### src/rtl/cacheline_arbiter.sv
// Round-robin arbiter between the I-cache and D-cache line ports and one line-level memory port.
// One transaction at a time: IDLE -> BUSY (memory) -> RESP (client pulse) -> DONE -> IDLE.
module cacheline_arbiter #(
   parameter int ADDR_W = 32,
   parameter int LINE_W = 256
) (
   input  logic              clk,
   input  logic              rst,
   input  logic [ADDR_W-1:0] i_addr,
   input  logic              i_read,
   output logic [LINE_W-1:0] i_rdata,
   output logic              i_resp,
   input  logic [ADDR_W-1:0] d_addr,
   input  logic              d_read,
   input  logic              d_write,
   input  logic [LINE_W-1:0] d_wdata,
   output logic [LINE_W-1:0] d_rdata,
   output logic              d_resp,
   output logic [ADDR_W-1:0] mem_addr,
   output logic              mem_read,
   output logic              mem_write,
   output logic [LINE_W-1:0] mem_wdata,
   input  logic [LINE_W-1:0] mem_rdata,
   input  logic [ADDR_W-1:0] mem_raddr,
   input  logic              mem_resp
);

   localparam int OFF_W = $clog2(LINE_W / 8);

   typedef enum logic [1:0] {IDLE, BUSY, RESP, DONE} state_t;

   state_t            state, state_nxt;
   logic              last_d;
   logic              owner_d;
   logic              op_write;
   logic [ADDR_W-1:0] addr_q;
   logic [LINE_W-1:0] wdata_q;
   logic [LINE_W-1:0] i_line;
   logic [LINE_W-1:0] d_line;
   logic              req_i, req_d;
   logic              grant, grant_d, accept;

   function automatic logic [ADDR_W-1:0] line_align(input logic [ADDR_W-1:0] a);
      return {a[ADDR_W-1:OFF_W], {OFF_W{1'b0}}};
   endfunction

   always_ff @(posedge clk) begin
      if (rst) state <= IDLE;
      else     state <= state_nxt;
   end

   always_comb begin
      state_nxt = state;
      grant     = 1'b0;
      grant_d   = 1'b0;
      accept    = 1'b0;
      req_i     = i_read;
      req_d     = d_read | d_write;
      case (state)
         IDLE: begin
            if (req_i || req_d) begin
               grant = 1'b1;
               // On a tie, the client that did not win last time goes first.
               grant_d   = req_d & (~req_i | ~last_d);
               state_nxt = BUSY;
            end
         end
         BUSY: begin
            // Read completions must carry our line's address; stray tags are dropped.
            if (mem_resp && (op_write || (mem_raddr == addr_q))) begin
               accept    = 1'b1;
               state_nxt = RESP;
            end
         end
         RESP:    state_nxt = DONE;
         DONE:    state_nxt = IDLE;
         default: state_nxt = IDLE;
      endcase
   end

   always_ff @(posedge clk) begin
      if (rst) begin
         last_d    <= 1'b0;
         owner_d   <= 1'b0;
         op_write  <= 1'b0;
         addr_q    <= '0;
         wdata_q   <= '0;
         i_line    <= '0;
         d_line    <= '0;
         mem_read  <= 1'b0;
         mem_write <= 1'b0;
         i_resp    <= 1'b0;
         d_resp    <= 1'b0;
      end else begin
         if (grant) begin
            owner_d   <= grant_d;
            last_d    <= grant_d;
            addr_q    <= line_align(grant_d ? d_addr : i_addr);
            op_write  <= grant_d & d_write;
            wdata_q   <= d_wdata;
            mem_read  <= ~(grant_d & d_write);
            mem_write <= grant_d & d_write;
         end
         if (accept) begin
            mem_read  <= 1'b0;
            mem_write <= 1'b0;
            i_resp    <= ~owner_d;
            d_resp    <= owner_d;
            if (!op_write) begin
               if (owner_d) d_line <= mem_rdata;
               else         i_line <= mem_rdata;
            end
         end
         if (state == RESP) begin
            i_resp <= 1'b0;
            d_resp <= 1'b0;
         end
      end
   end

   assign mem_addr  = addr_q;
   assign mem_wdata = wdata_q;
   assign i_rdata   = i_line;
   assign d_rdata   = d_line;

endmodule

### config.mk
export PLATFORM = sky130hd
export DESIGN_NAME = cacheline_arbiter
export DESIGN_NICKNAME = d
export VERILOG_FILES = /design/src/rtl/cacheline_arbiter.sv
export SDC_FILE = /design/constraint.sdc
export NUM_CORES = 2
export LEC_CHECK = 0
export ABC_AREA = 1
export ABC_CLOCK_PERIOD_IN_PS = 1800
export CAP_MARGIN = 20
export CORE_AREA = 2 2 548 550
export DETAILED_ROUTE_END_ITERATION = 16
export DIE_AREA = 0 0 550 552
export SLEW_MARGIN = 10
export SYNTH_ARGS = -nofsm -noshare
export SYNTH_HDL_FRONTEND = slang
export SYNTH_SLANG_ARGS = --single-unit
### constraint.sdc
create_clock -name clk -period 1.8 [get_ports clk]
set_input_delay 0.36 -clock clk [delete_from_list [all_inputs] [get_ports clk]]
set_output_delay 0.36 -clock clk [all_outputs]
set_load 0.02 [all_outputs]
==> results by group <==
Hold path
  • Min-Delay Path Class: in2reg

Detailed routing
  • DR DRC count: 0
  • Routed Antenna Nets: 0
  • DR vias: between 30000 and 40000
  • First-pass DRT Iterations: 6
  • Routed len/inst: around 27 um
  • Routed WL: 250000 um
  • Drt first-iter violations: roughly 2800
  • Vias/cell: around 3.7

Worst setup path
  • Arrival @ worst endpoint: between 3 and 4 ns
  • Critical path class: reg2reg
  • CP cell instances: inv_1 > nand2_1 > nand2_1 > nor3_1 > nand2_1 > nor2_1 > nand2_1 > nand2_1 > nand4_1 > buf_12 > buf_12 > nand2_1 > a21oi_1
  • CP Capture Type: register
  • Crit-path most repeated cell: nand2_1
  • Crit-path slowest cell: dfxtp_2
  • Kind of cell adding the most delay to the critical path: simple AND/OR/NAND/NOR gates
  • Buf/Inv on CP: 3
  • Worst EP required: ~2.4 ns
  • CP max FO: 34
  • Max incr delay on CP: 0.49 ns
  • Startpoint Class: register

Logic synthesis
  • Yosys cell types: 27
  • Adder-Cell Fraction of Synth Area: 0.126%
  • Synth area leaders: dfxtp_1, a21oi_1, nand2_1
  • Leading area contributor after synthesis: dfxtp_1
  • Multiplexer share of the synthesized area: 0%
  • Top cell type's share of synthesized area: 53.8%
  • Post-Synth XOR/XNOR Area: less than 1%
  • Ys async rst share: 0%
  • Mapped Cells: between 3000 and 4000
  • Mean Syn Cell Area: roughly 7.7 um^2
  • Primary FF master, synth: dfxtp_1
  • EDFF count, synth: 0
  • Compound-cell area share of the yosys netlist: a little under a fifth
  • Synth Warn #: 0
  • Mapped Area: between 0.02 and 0.03 mm^2
  • Most common cell in the synthesized netlist: dfxtp_1
  • Post-synthesis sequential area ratio: 53.8%
  • Largest family of logic cells by synthesized area: simple AND/OR/NAND/NOR gates
  • Post-synthesis simple-gate area fraction: a little over a fifth
  • Synthesized flop and latch total: 803
  • Synth top cells by count: dfxtp_1, nand2_1, nor2_1

STA
  • Final max-slew violation count: 0
  • Setup Viol. Count Final: 1193
  • Min Clock Period, post-route: ~2.5 ns
  • Max Clk Rate: around 400 MHz
  • Setup ws final: -0.679 ns
  • Period Utilization, post-route: 138%
  • Relative slew margins: approximately 45%
  • Clock Skews: ~0.062 ns
  • Fin. Hold Viols: 0
  • RSZ-0062 raised after global routing: true
  • Worst-Margin Slew: between 0.8 and 0.9 ns

Layout
  • Synthesis-to-layout area growth: 86.0%
  • Fin util: a little under a fifth
  • Storage element area: 0.0162 mm^2
  • Layout cells sized above 1: between 10% and 20%
  • Fill cell count: between 30000 and 40000
  • Multi-input gate area: 0.0129 mm^2
  • Non-filler cells, final: around 9400
  • Layout Nets: around 5900

Power
  • Comb power frac: between 30% and 40%
  • P per Cell Area: about 1300 mW/mm^2
  • Switching Fraction: between 40% and 50%
  • Share of power burned in registers: about a third
  • Pleak: between 15 and 20 nW
  • Clock share of power: 28.9%
  • Sw Pwr: approximately 29 mW
  • Max VDD drop: 0.906 mV
  • Internal power: 42.2 mW

Status
  • Failing checks: setup timing
  • Status: finished with violations

Floorplan
  • Die area: around 0.30 mm^2
  • I/O Pins: about 1400
  • Die height: ~550 um
  • Cell row count: approximately 200
  • Initial cell density of the core: 10.0%
  • CORE AREA: between 0.2 and 0.3 mm^2
  • Die W: about 550 um

Global routing
  • Initial antenna violation count: around 110
  • Number of global-route vias before repair: 32893
  • Largest net degree at the start of global routing: about 110
  • First-pass GRT wire length: between 300000 and 400000 um
  • GRT Total Usage: between 10% and 20%
  • Total grt overflow: 0

Job
  • Max Cap Violations: 0

Placed design
  • GPL Wtd Cong: between 0.9 and 1
  • Post-DP HPWL: between 200000 and 250000 um
  • IO buf count: ~1400
  • DP Cell Count: ~9000

Clock tree
  • Clock latency at the later pin of the worst-skew pair: 0.82 ns
  • Max H-tree Level: 3
  • Num CTS Buffers: a little over 100
  • CTS sink cnt: 803
  • Clock slew seen by the registers of the worst setup and hold paths: approximately 0.060 ns
  • CTS tree: built
  • Clock Path Buffers: 4
  • Root Driver: clkbuf_16
-- worst paths after layout --
path	from	end	slack (ns)	cells after the start
max	mem_addr[6]	d_rdata[174]	-0.68	13
min	d_wdata[103]	mem_wdata[103]	0.12	3
max reg2reg	mem_addr[6]	d_rdata[174]	-0.68	13
min reg2reg	i_resp	i_resp	0.45	2
-- tightest hold or removal path, cell delays in order --
cell and delay [ns]:
clkdlybuf4s50_1 0.39, nor2_1 0.10, nor2_1 0.05
-- placed cells by master (no fill, tap or decap), types with 8 or more instances in the layout --
cell type and n:
a21oi_1 419, buf_16 16, buf_12 99, clkbuf_8 21, dfxtp_4 28, nor2_1 549
nand2_1 562, clkdlybuf4s50_1 1197, nand2_4 42, clkinv_2 18, nand4_1 258, clkbuf_1 19
inv_1 86, buf_4 360, diode_2 46, o211ai_1 27, dfxtp_1 769, nand3_1 33
a21oi_2 99, buf_8 8, buf_6 22, inv_2 8, o21ai_1 63, nand2_2 80
clkbuf_16 110, o21ai_0 446
-- state kept, by name, indices dropped and copies added (netlist names), 2 cells and up --
name	count
d_rdata	256
mem_addr	27
i_rdata	256
state	2
mem_wdata	256
-- layout make-up --
class	instances	share of cell area, %
clock inverter	39	0.712
timing repair buffer	1712	31.9
sequential	803	29.1
clock buffer	141	5.20
antenna	46	0.207
tap	3958	8.92
multi-input combinational	2609	23.3
inverter	96	0.676
-- stage by stage --
stage	area (um^2)	worst slack, ns	hold WS (ns)	setup TNS, ns	power (mW)
after global routing	55500	-0.831	0.0722	-660.38	74.2
after CTS	54400	-0.676	0.0250	-564.92	71.9
after global placement	50200	-1.14	0.437	-657.43	50.6
final	55500	-0.679	0.117	-487.36	71.0
after floorplan	29900	0.00138	0.455	0	32.4
after detailed placement	50200	-1.16	0.440	-655.44	50.5
-- power by group through the flow --
stage / logic, mW / registers, mW / clock network, mW
final: 27.3 / 23.1 / 20.5
after global routing: 29.0 / 23.5 / 21.7
after CTS: 27.4 / 23.3 / 21.2
after detailed placement: 27.1 / 23.4 / 0
after global placement: 27.2 / 23.4 / 0
after floorplan: 7.07 / 25.4 / 0
-- cells by family (layout without fill, tap and decap cells) --
group / after synthesis / after routing
AOI/OAI and AO/OA: 1061 / 1061
xor gates and xnor gates: 4 / 4
adders and majority gates: 3 / 3
buffers and inverters: 454 / 1988
DFF: 803 / 803
other: 1 / 51
and+or+nand+nor: 1536 / 1536
-- timing repair --
action                                   CTS  global route
buffers inserted                          22             8
hold buffers                               1             0
cloned                                     9             9
endpoints found under the setup margin  1341          1480
endpoints found under the hold margin     10             0
pin swaps                                 57           106
gates resized for setup                  232           243
-- layer usage --
metal	vias up	global-route usage [%]	wire [um]
li1	16040	-	-
met1	16525	18.7	101000
met2	1654	24.2	109000
met3	382	7.32	29400
met4	62	5.40	10100
met5	-	0	417
No activity file was read; power rests on OpenSTA's default activity.
